File: src/rtl/bit_serial_operand_feeder_if.sv
// Operand-pair handshake in, LSB-first bit pair out, for the serial feeder.
// master drives the parallel operands; slave is the feeder itself.
interface bit_serial_operand_feeder_if #(
  parameter int WIDTH = 8
);
  logic             in_valid;
  logic             in_ready;
  logic [WIDTH-1:0] in_a;
  logic [WIDTH-1:0] in_b;
  logic             a;
  logic             b;
  logic             bit_valid;
  logic             first;
  logic             last;
  logic             carry_clr;

  modport master (
    output in_valid, in_a, in_b,
    input  in_ready, a, b, bit_valid,
    input  first, last, carry_clr
  );

  modport slave (
    input  in_valid, in_a, in_b,
    output in_ready, a, b, bit_valid,
    output first, last, carry_clr
  );
endinterface

File: src/rtl/bit_serial_operand_feeder.sv
// Serialises an operand pair LSB first into a bit-serial adder.
// Define BIT_SERIAL_FEEDER_SKID_EN for a one-entry holder (gapless words).
module bit_serial_operand_feeder #(
  parameter int WIDTH = 8
) (
  input logic                   clk,
  input logic                   reset_n,
  bit_serial_operand_feeder_if.slave io
);
  localparam int CW = $clog2(WIDTH);
  localparam logic [CW-1:0] MAX = CW'(WIDTH - 1);

  typedef enum logic {IDLE = 1'b0, SHIFT = 1'b1} state_t;

  state_t           state_q, state_d;
  logic [CW-1:0]    cnt_q, cnt_d;
  logic [WIDTH-1:0] sa_q, sa_d;
  logic [WIDTH-1:0] sb_q, sb_d;
  logic             first_q, first_d;
  logic             last_q, last_d;
  logic             xfer;
  logic             load;
  logic [WIDTH-1:0] ld_a, ld_b;

`ifdef BIT_SERIAL_FEEDER_SKID_EN
  logic [WIDTH-1:0] ha_q, ha_d;
  logic [WIDTH-1:0] hb_q, hb_d;
  logic             hf_q, hf_d;

  assign io.in_ready = reset_n & ~hf_q;
`else
  assign io.in_ready = reset_n & (state_q == IDLE);
`endif

  assign xfer = io.in_valid & io.in_ready;

  always_comb begin
    state_d = state_q;
    cnt_d   = cnt_q;
    sa_d    = sa_q;
    sb_d    = sb_q;
    first_d = first_q;
    last_d  = last_q;
    load    = 1'b0;
    ld_a    = io.in_a;
    ld_b    = io.in_b;
`ifdef BIT_SERIAL_FEEDER_SKID_EN
    ha_d    = ha_q;
    hb_d    = hb_q;
    hf_d    = hf_q;
`endif
    unique case (state_q)
      IDLE: load = xfer;
      SHIFT: begin
        if (cnt_q == MAX) begin
`ifdef BIT_SERIAL_FEEDER_SKID_EN
          // a held word takes priority; it blocks new transfers anyway
          if (hf_q) begin
            load = 1'b1;
            ld_a = ha_q;
            ld_b = hb_q;
            hf_d = 1'b0;
            ha_d = '0;
            hb_d = '0;
          end else begin
            load = xfer;
          end
`endif
          if (!load) begin
            state_d = IDLE;
            cnt_d   = '0;
            sa_d    = '0;
            sb_d    = '0;
            first_d = 1'b0;
            last_d  = 1'b0;
          end
        end else begin
          cnt_d   = cnt_q + CW'(1);
          sa_d    = sa_q >> 1;
          sb_d    = sb_q >> 1;
          first_d = 1'b0;
          last_d  = (cnt_q == MAX - CW'(1));
`ifdef BIT_SERIAL_FEEDER_SKID_EN
          if (xfer) begin
            hf_d = 1'b1;
            ha_d = io.in_a;
            hb_d = io.in_b;
          end
`endif
        end
      end
    endcase
    if (load) begin
      state_d = SHIFT;
      cnt_d   = '0;
      sa_d    = ld_a;
      sb_d    = ld_b;
      first_d = 1'b1;
      last_d  = 1'b0;
    end
  end

  always_ff @(posedge clk) begin
    if (!reset_n) begin
      state_q <= IDLE;
      cnt_q   <= '0;
      sa_q    <= '0;
      sb_q    <= '0;
      first_q <= 1'b0;
      last_q  <= 1'b0;
`ifdef BIT_SERIAL_FEEDER_SKID_EN
      ha_q    <= '0;
      hb_q    <= '0;
      hf_q    <= 1'b0;
`endif
    end else begin
      state_q <= state_d;
      cnt_q   <= cnt_d;
      sa_q    <= sa_d;
      sb_q    <= sb_d;
      first_q <= first_d;
      last_q  <= last_d;
`ifdef BIT_SERIAL_FEEDER_SKID_EN
      ha_q    <= ha_d;
      hb_q    <= hb_d;
      hf_q    <= hf_d;
`endif
    end
  end

  assign io.a         = sa_q[0];
  assign io.b         = sb_q[0];
  assign io.bit_valid = (state_q == SHIFT);
  assign io.first     = first_q;
  assign io.last      = last_q;
  assign io.carry_clr = (state_q == IDLE) | last_q;
endmodule

File: src/flat_wrapper.sv
// flat-port wrapper written by rule: the top's interface ports become plain ports
module bit_serial_operand_feeder_flat 
#(
  parameter int WIDTH = 8
)
  (clk, reset_n, io_in_valid, io_in_a, io_in_b, io_in_ready, io_a, io_b, io_bit_valid, io_first, io_last, io_carry_clr);
  bit_serial_operand_feeder_if #(.WIDTH(WIDTH)) io_i ();
  input logic clk;
  input logic reset_n;
  input wire logic [$bits(io_i.in_valid)-1:0] io_in_valid;
  input wire logic [$bits(io_i.in_a)-1:0] io_in_a;
  input wire logic [$bits(io_i.in_b)-1:0] io_in_b;
  output wire logic [$bits(io_i.in_ready)-1:0] io_in_ready;
  output wire logic [$bits(io_i.a)-1:0] io_a;
  output wire logic [$bits(io_i.b)-1:0] io_b;
  output wire logic [$bits(io_i.bit_valid)-1:0] io_bit_valid;
  output wire logic [$bits(io_i.first)-1:0] io_first;
  output wire logic [$bits(io_i.last)-1:0] io_last;
  output wire logic [$bits(io_i.carry_clr)-1:0] io_carry_clr;
  assign io_i.in_valid = io_in_valid;
  assign io_i.in_a = io_in_a;
  assign io_i.in_b = io_in_b;
  assign io_in_ready = io_i.in_ready;
  assign io_a = io_i.a;
  assign io_b = io_i.b;
  assign io_bit_valid = io_i.bit_valid;
  assign io_first = io_i.first;
  assign io_last = io_i.last;
  assign io_carry_clr = io_i.carry_clr;
  bit_serial_operand_feeder #(.WIDTH(WIDTH)) u_core (.clk(clk), .reset_n(reset_n), .io(io_i));
endmodule
File: config.mk
export PLATFORM = sky130hd
export DESIGN_NAME = bit_serial_operand_feeder_flat
export DESIGN_NICKNAME = d
export VERILOG_FILES = /design/src/rtl/bit_serial_operand_feeder_if.sv /design/src/rtl/bit_serial_operand_feeder.sv /design/src/flat_wrapper.sv
export SDC_FILE = /design/constraint.sdc
export NUM_CORES = 1
export LEC_CHECK = 0
export CAP_MARGIN = 25
export CELL_PAD_IN_SITES_DETAIL_PLACEMENT = 0
export CELL_PAD_IN_SITES_GLOBAL_PLACEMENT = 1
export CORE_MARGIN = 2
export CORE_UTILIZATION = 36
export CTS_CLUSTER_DIAMETER = 40
export CTS_CLUSTER_SIZE = 28
export DETAILED_ROUTE_END_ITERATION = 12
export PLACE_DENSITY = 0.89
export SETUP_SLACK_MARGIN = 0.02
export SLEW_MARGIN = 10
export SYNTH_ARGS = -nofsm -noshare
export SYNTH_HDL_FRONTEND = slang
export SYNTH_SLANG_ARGS = --single-unit
File: constraint.sdc
create_clock -name clk -period 1.6 [get_ports clk]
set_clock_uncertainty 0.15 [all_clocks]
set_input_delay 0.32 -clock clk [delete_from_list [all_inputs] [get_ports clk]]
set_output_delay 0.32 -clock clk [all_outputs]
set_load 0.02 [all_outputs]
* Word-level counts from Yosys, hierarchy flattened
Index checks and enable logic that the tools add are counted.
** Storage, ports and cells
- Flip-flop bits (word level) :: 22
- Bits of input ports :: 19
- Output and inout port bits :: 7
** Cells by class
- $add $sub $neg :: 1
- Equality and inequality tests :: 2
- Multiplexer cells :: 14
- Bitwise operators :: 5
- Reduce and logical (&&, ||, !) cells :: 2
** Operators with widths (number)
- 8-bit two-way mux :: 4
- 7-bit two-way mux :: 2
- 1-bit two-way mux :: 7
- 3-bit equality test, second input constant :: 2
- 3-bit by 1-bit adder with 3-bit output, second input constant :: 1
- 3-bit two-way mux :: 1
- 1-bit AND :: 2
- 1-bit inverter :: 2
- 2-bit nonzero test :: 1
- 2-bit OR reduction :: 1
- 1-bit bitwise OR :: 1

* Longest topological paths before layout
Gate-level depths: netlist of the first run.
- Depth after elaboration :: 5
- Depth in mapped cells :: 6
- Gate-level depth less buffers :: 4

* Least setup slack after synthesis of the first run
No wires, ideal clock.
- Path type :: register to output
- From :: register u_core.state_q (netlist: u_core.io.bit_valid)
- To :: output io_in_ready
- Arrival time :: 1.065 ns
- Slack :: 0.065 ns
- Stages on the path, launching flop included :: 5
- Path buffers :: 2
- Path through :: dfxtp_1 nand2b_1 buf_2 buf_2 inv_1
** Between the ends
- Word-level cells in the longest chain between the ends :: 2
** Ends and longest elaborated chain
- start, declared :: line bit_serial_operand_feeder.sv:15 : state_t state_q, state_d;
- start signal, assigned :: line bit_serial_operand_feeder.sv:117 : state_q <= state_d;
- 1-bit inverter :: line bit_serial_operand_feeder.sv:32 : assign io.in_ready = reset_n & (state_q == IDLE);
- 1-bit AND :: line bit_serial_operand_feeder.sv:32
- end, declared :: line flat_wrapper.sv:13 : output wire logic [$bits(io_i.in_ready)-1:0] io_in_ready;
Every way passes these cells.

* Final worst setup path of the first run
- From :: register u_core.state_q (netlist: u_core.io.bit_valid)
- To :: output io_carry_clr
** Between the ends
- Word-level cells in the longest chain between the ends :: 2
** Ends and longest elaborated chain
- 1-bit inverter :: line bit_serial_operand_feeder.sv:136 : assign io.carry_clr = (state_q == IDLE) | last_q;
- 1-bit bitwise OR :: line bit_serial_operand_feeder.sv:136
- end, declared :: line flat_wrapper.sv:19 : output wire logic [$bits(io_i.carry_clr)-1:0] io_carry_clr;
Every way passes these cells.

==> impl_results.md, run 1 <==
* Global-route wire length before repair at approximately 3.3 mm
* Maximum fanout along the worst path at 6
* Transition time at the pin with the least slew margin at between 200 and 300 ps
* Crit-path slowest cell: dfxtp_4
* Dpl hpwl at roughly 1.4 mm
* Data required time at the worst endpoint at about 1100 ps
* Ratio of cells with drive above 1 in the final layout at 0.105
* Final design instance area without fill at 0.00131 mm2
* Signed area change from the synthesized netlist to the final layout at 33.9%
* Number of buffers added on ports at 25
* Total negative slack at 0 ps
* Cell count after placement at ~140
* Tmin final at ~1500 ps
* Post-Route Utilization at 0.517
* Cell accounting for the most synthesized area: dfxtp_1
* Die span in y at between 50 and 60 um
* Largest cells by area after synthesis: dfxtp_1, mux2i_1, o2bb2ai_1, ha_1, nor3b_1
* Worst min-delay path category: input port to register
* Yosys warns at 0
* Cts bufs inserted at 3
* Per-cell routed wire length at ~13 um
* Netlist area before placement at about 1000 um2
* Setup repair after global routing missed its margin: no
* Finished Layout Cells at about 140
* Post-detailed-route DRC marker count at 0
* Worst Setup Path Type: register to output port
* CTS tree: done
* Max incr delay on CP at 390 ps
* Wire length the detailed router placed on met1 at approximately 840 um
* Post-synth top cells: dfxtp_1, mux2i_1, o2bb2ai_1
* RePlAce Congestion at approximately 0.67
* Final slew viol count at 0
* H-tree lvl count at 1
* Iteration-0 DRC Markers at 5
* Total met3 wirelength after detailed routing at around 120 um
* Post-detailed-route via-to-cell ratio at slightly above 5
* DIE AREA at ~0.0031 mm2
* Post-synth ARST share at 0
* Flip-flop and latch count after synthesis at 22
* Number of maximum-capacitance constraint violations at 0
* Final Hold Viols at 0
* Kind of end point of the critical path: output port
* Power, Total at slightly above 1 mW
* Pwr dens at 794 mW/mm2
* Die X at 56.0 um
* Remaining antenna violation count after routing at 0
* Total leakage power at around 0.56 nW
* Number of global-route vias before repair at 734
* Type of origin of the critical path: register
* Site Rows at 18
* Buffers from clock root to sink, at most at 2
* Maximum operating frequency at between 600 and 700 MHz
* Total wire length at roughly 1.9 mm
* Number of buffers added to fix hold violations after cts at 0
* Netlist cell types at 20
* Number of nets in the synthesized netlist at 110
* Arr. time, crit path at between 1000 and 1500 ps
* Insertion delay to the later sink of the worst-skew pair at approximately 290 ps
* Status: completed
* Mean Syn Cell Area at between 10 and 15 um2
* Number of iterations in the first detailed-routing pass at 4
* Number of top-level pins at 26
* Headroom to the max-slew limit at 0.818
* Antenna Diode Count at 0
* Initial standard-cell utilization of the core at 0.386
* Number of nets in the layout at ~140
* Number of failing setup endpoints in the final timing report at 0
* Placeable core region at ~0.0025 mm2
* Highest signal layer in the routed design: met4
* Post-placement cell area at 0.00129 mm2
* Initial antenna violation count at 0
* Area fraction of the dominant cell type after synthesis at 0.452
* Routed length on met2 at just under 1 mm
* Global router's overall resource usage at 0.129
* Count of flip-flops with a built-in enable after synthesis at 0
* Crit path cell chain: or2b_1, buf_2
* Grt total ovfl at 0
* Clock transition at the registers of the reported paths at 110 ps
* Share of the clock period used by the worst path after layout at 0.953
* Post-synthesis cell count at 87
* Register area share after synthesis at 0.452
* Most instantiated library cell after synthesis: dfxtp_1
* Clock tree sinks at 22
* Pin count of the biggest net entering global routing at 18
* Count of vias placed by the detailed router at between 700 and 800
* Max VDD drop at 0.445 mV
* Root Buffer: clkbuf_4
* Main flop type after synthesis: dfxtp_1
-- sequential cells by signal, summed over array words and instances, names as in the netlist --
| name | flops |
|---|---|
| u_core.sa_q | 8 |
| u_core.sb_q | 8 |
| u_core.cnt_q | 3 |
| u_core.io.bit_valid | 1 |
| u_core.io.first | 1 |
| u_core.io.last | 1 |
-- where the power goes --
| part | leakage [nW] | internal, mW | switching [mW] |
|---|---|---|---|
| logic | 0.368 | 0.111 | 0.0835 |
| registers | 0.181 | 0.582 | 0.0206 |
| clock network | 0.0138 | 0.0875 | 0.152 |
| total | 0.562 | 0.781 | 0.256 |
-- routing by layer --
metal  up-vias  track usage
met5         -            0
met4         0       0.0306
met3         2       0.0349
met2        21        0.220
met1       353        0.160
li1        369            -
-- cells by family (layout without fill, tap and decap cells) --
logic type | Yosys count | count (layout) | share of synthesized area
DFF | 22 | 22 | 0.452
AOI/OAI and AO/OA | 19 | 19 | 0.164
and+or+nand+nor | 17 | 17 | 0.113
muxes | 16 | 16 | 0.164
buffers and inverters | 9 | 36 | 0.0552
adders and majority gates | 4 | 4 | 0.0513
-- repair_timing --
action,4_1_cts,5_1_grt
buffers inserted,0,0
setup endpoints to repair,7,1
pin swaps,0,0
hold endpoints to repair,0,0
resized for setup,16,2
-- per-stage QoR --
step	worst slack, ps	hold WS [ps]
after CTS	33.2	326
after floorplan	64.5	282
final	75.5	261
after detailed placement	-412	299
after global placement	-420	289
after global routing	24.7	283
-- critical path: cells and delay by family (launching register included) --
family                 cells  cell delay, ps
AND/OR/NAND/NOR            1             220
buffers and inverters      1             150
flip-flops                 1             390
-- cell type report --
cell class                      count  area (um2)
Fill cell                         246        1220
Multi-Input combinational cell     56         480
Sequential cell                    22         444
Timing Repair Buffer               31         313
Tap cell                           30        37.5
Clock buffer                        3        22.5
Inverter                            2        7.51
-- final timing paths --
kind                                          start              end  slack [ps]  depth (start not counted)
worst max register to register      u_core.cnt_q[0]   u_core.sa_q[5]         110                          5
worst max-delay path            u_core.io.bit_valid     io_carry_clr          80                          2
worst min-delay path                        reset_n  u_core.cnt_q[1]         260                          3
worst min register to register       u_core.sa_q[4]   u_core.sa_q[3]         320                          1
-- layout by cell type (no fill, tap or decap) --
| master | count |
|---|---|
| or2b_1 | 2 |
| buf_4 | 4 |
| a21boi_1 | 1 |
| nor2b_1 | 1 |
| or3b_1 | 2 |
| o2bb2ai_1 | 14 |
| a21boi_0 | 2 |
| nor2_1 | 4 |
| dlymetal6s2s_1 | 1 |
| nand4b_1 | 1 |
| dlygate4sd2_1 | 5 |
| nand2_1 | 1 |
| ha_1 | 4 |
| dfxtp_4 | 1 |
| clkdlybuf4s50_1 | 17 |
| buf_12 | 2 |
| clkbuf_4 | 3 |
| buf_6 | 1 |
| dfxtp_1 | 21 |
| nor3b_1 | 3 |
| mux2i_1 | 16 |
| and3b_1 | 1 |
| o21a_1 | 2 |
| inv_1 | 2 |
| nand2b_1 | 2 |
| buf_2 | 1 |
No activity file was read; power rests on OpenSTA's default activity.
==> inputs of run 2 (changes only) <==
--- a/config.mk
+++ b/config.mk
@@ -5,10 +5,9 @@
 export SDC_FILE = /design/constraint.sdc
 export NUM_CORES = 1
 export LEC_CHECK = 0
-export CAP_MARGIN = 25
 export CELL_PAD_IN_SITES_DETAIL_PLACEMENT = 0
 export CELL_PAD_IN_SITES_GLOBAL_PLACEMENT = 1
-export CORE_MARGIN = 2
+export CORE_MARGIN = 1
 export CORE_UTILIZATION = 36
 export CTS_CLUSTER_DIAMETER = 40
 export CTS_CLUSTER_SIZE = 28
==> run 2 against run 1 <==
Effect of this change: sequential power is essentially flat; critical path depth unchanged; design area rose by 1.5%; setup slack better by 5.9 ps; final cell count is 2.1% higher; global-route usage is 2.4 points higher; die area is 7.0% lower; total power is 18% higher; register-to-register slack improved by 30 ps; utilization rose by 0.79 points; combinational power is essentially flat; clock power rose by 79%; largest power group unchanged.
==> impl_results.md, run 2 (same netlist as run 1, synthesis figures left out) <==
* Buffers from clock root to sink, at most at 2 (unchanged)
* Source of the critical timing path: u_core.io.bit_valid
* Net Sw Frac at 0.227 (-0.0194)
* Start point of the worst min-delay path: reset_n
* Global router's overall resource usage at 0.153 (+0.0240)
* Die span in y at 54.0 um (-3.6%)
* Max incr delay on CP at 370 ps (-20 ps)
* Antenna Diode Count at 0 (unchanged)
* Ratio of cells with drive above 1 in the final layout at 0.145 (+0.0400)
* Remaining antenna violation count after routing at 0 (unchanged)
* Worst Setup Path Type: register to output port
* Number of nets in the layout at 141 (+1.4%)
* H-tree lvl count at 1 (unchanged)
* Net switching power of the design at 0.278 mW (+8.6%)
* Total negative slack at 0 ps (unchanged)
* Clock tree sinks at 22 (unchanged)
* Total wire length at 1.92 mm (about the same)
* Final slew viol count at 0 (unchanged)
* Max VDD drop at 0.718 mV (+61%)
* CTS tree: done
* Worst hold margin at 250 ps (-10.8 ps)
* Transition time at the pin with the least slew margin at 205 ps (-67.5 ps)
* Arr. time, crit path at 1050 ps (about the same)
* FF+latch area at 442 um2 (-0.56%)
* Cts bufs inserted at 3 (unchanged)
* Headroom to the max-slew limit at 0.864 (+0.0459)
* Number of buffers added on ports at 25 (unchanged)
* Count of vias placed by the detailed router at 753 (+1.1%)
* Signed area change from the synthesized netlist to the final layout at 35.9%
* Die X at 54.0 um (-3.6%)
* Most common cell after layout, fill and taps aside: dfxtp_1
* Finished Layout Cells at 147 (+2.1%)
* Worst reg-to-reg setup slack at 140 ps (+30 ps)
* Post-detailed-route via-to-cell ratio at 5.12 (-0.99%)
* Tmin final at 1520 ps (-5.88 ps)
* Placeable core region at 0.00252 mm2 (unchanged)
* Cell count after placement at 142 (+0.71%)
* Root Buffer: clkbuf_4
* Maximum operating frequency at 658 MHz (+0.39%)
* Clock transition at the registers of the reported paths at 120 ps (about the same)
* Setup repair after global routing missed its margin: yes
* Number of iterations in the first detailed-routing pass at 4 (unchanged)
* Number of global-route vias before repair at 755 (+2.9%)
* Iteration-0 DRC Markers at 9 (+4)
* DIE AREA at 0.00292 mm2 (-7.0%)
* Crit-path slowest cell: dfxtp_2
* Total leakage power at 0.574 nW (+2.1%)
* Share of power burned in registers at 0.493 (-0.089)
* Fill count at 234 (-4.9%)
* Grt total ovfl at 0 (unchanged)
* Type of origin of the critical path: register
* Initial antenna violation count at 0 (unchanged)
* Share of the clock period used by the worst path after layout at 0.949 (-0.00368)
* Logic pwr share at 0.158 (-0.030)
* Kind of end point of the critical path: output port
* Maximum fanout along the worst path at 4 (-2)
* Number of failing setup endpoints in the final timing report at 0 (unchanged)
* Data required time at the worst endpoint at 1130 ps (about the same)
* FF-to-FF Start: u_core.cnt_q[0]
* Area used by multi-input combinational logic at 494 um2 (+2.9%)
* Number of top-level pins at 26 (unchanged)
* Leading registers by flop count: u_core.sa_q x8, u_core.sb_q x8, u_core.cnt_q x3
* Final Hold Viols at 0 (unchanged)
* Worst min-delay path category: input port to register
* Status: completed
* Post-detailed-route DRC marker count at 0 (unchanged)
* Internal power at 0.944 mW (+21%)
* Global-route wire length before repair at 3.22 mm (-1.9%)
* RePlAce Congestion at 0.714 (+6.2%)
* Dpl hpwl at 1.33 mm (-2.4%)
* Number of maximum-capacitance constraint violations at 0 (unchanged)
* Pwr dens at 922 mW/mm2 (+16%)
* Clock power share at 0.349 (+0.118)
* Number of buffers added to fix hold violations after cts at 0 (unchanged)
* Crit path cell chain: or2b_1, buf_2
* Commonest non-fill, non-tap cells in the layout: dfxtp_1, clkdlybuf4s50_1, mux2i_1
* Pin count of the biggest net entering global routing at 18 (unchanged)
* Initial standard-cell utilization of the core at 0.386 (unchanged)
* Per-cell routed wire length at 13.1 um (-2.1%)
* Site Rows at 18 (unchanged)
* Insertion delay to the later sink of the worst-skew pair at 310 ps (+20 ps)
-- run 2: cell count changes in the layout (fill, tap and decap cells not counted), sizes merged --
cell / change
and3b: +1
buf: +1
bufinv: +1
clkbuf: +1
dlygate4sd2: -1
-- run 2: layout make-up --
cell class	count	area share
well taps	30	0.0283
repair buffers	32	0.220
clock buffers	3	0.0170
clock inverters	1	0.0227
inverters	2	0.00567
flip-flops and latches	22	0.333
multi-input cells	57	0.373
-- run 2: power by group through the flow --
stage	Clock (mW)	Sequential (mW)	Combinational, mW
after global placement	0	0.612	0.192
after floorplan	0	0.620	0.0985
final	0.427	0.602	0.193
after CTS	0.434	0.602	0.190
after detailed placement	0	0.614	0.198
after global routing	0.455	0.607	0.213
-- run 2: repair_timing --
| item | in CTS | in global routing |
|---|---|---|
| setup endpoints to repair | 21 | 15 |
| buffers inserted | 0 | 0 |
| resized for setup | 15 | 7 |
| cloned | 0 | 1 |
-- run 2: metal layers --
metal	global-route usage	wire (um)
met5	0	0
met4	0.0641	0
met3	0.0311	104
met2	0.261	900
met1	0.184	915
-- run 2: worst paths after layout --
kind                                         to  cells past startpoint
worst max register to register   u_core.sa_q[5]                      4
worst max-delay path               io_carry_clr                      2
worst min register to register   u_core.sb_q[4]                      1
worst min-delay path            u_core.cnt_q[1]                      3
-- run 2: through the flow --
step / power (mW) / instance area, um2 / worst slack (ps) / util
after floorplan: 0.718 / 975 / 64.5 / -
after global placement: 0.804 / 1270 / -422 / 0.503
after detailed placement: 0.812 / 1270 / -417 / 0.503
after CTS: 1.23 / 1310 / 23.6 / 0.518
after global routing: 1.27 / 1330 / 16.7 / 0.525
final: 1.22 / 1330 / 81.3 / 0.525
-- run 2: worst max-delay path: cells and delay by family, from the launching register on --
family | cells | cell delay (ps)
simple gates | 1 | 220
flops | 1 | 370
buf+inv | 1 | 150
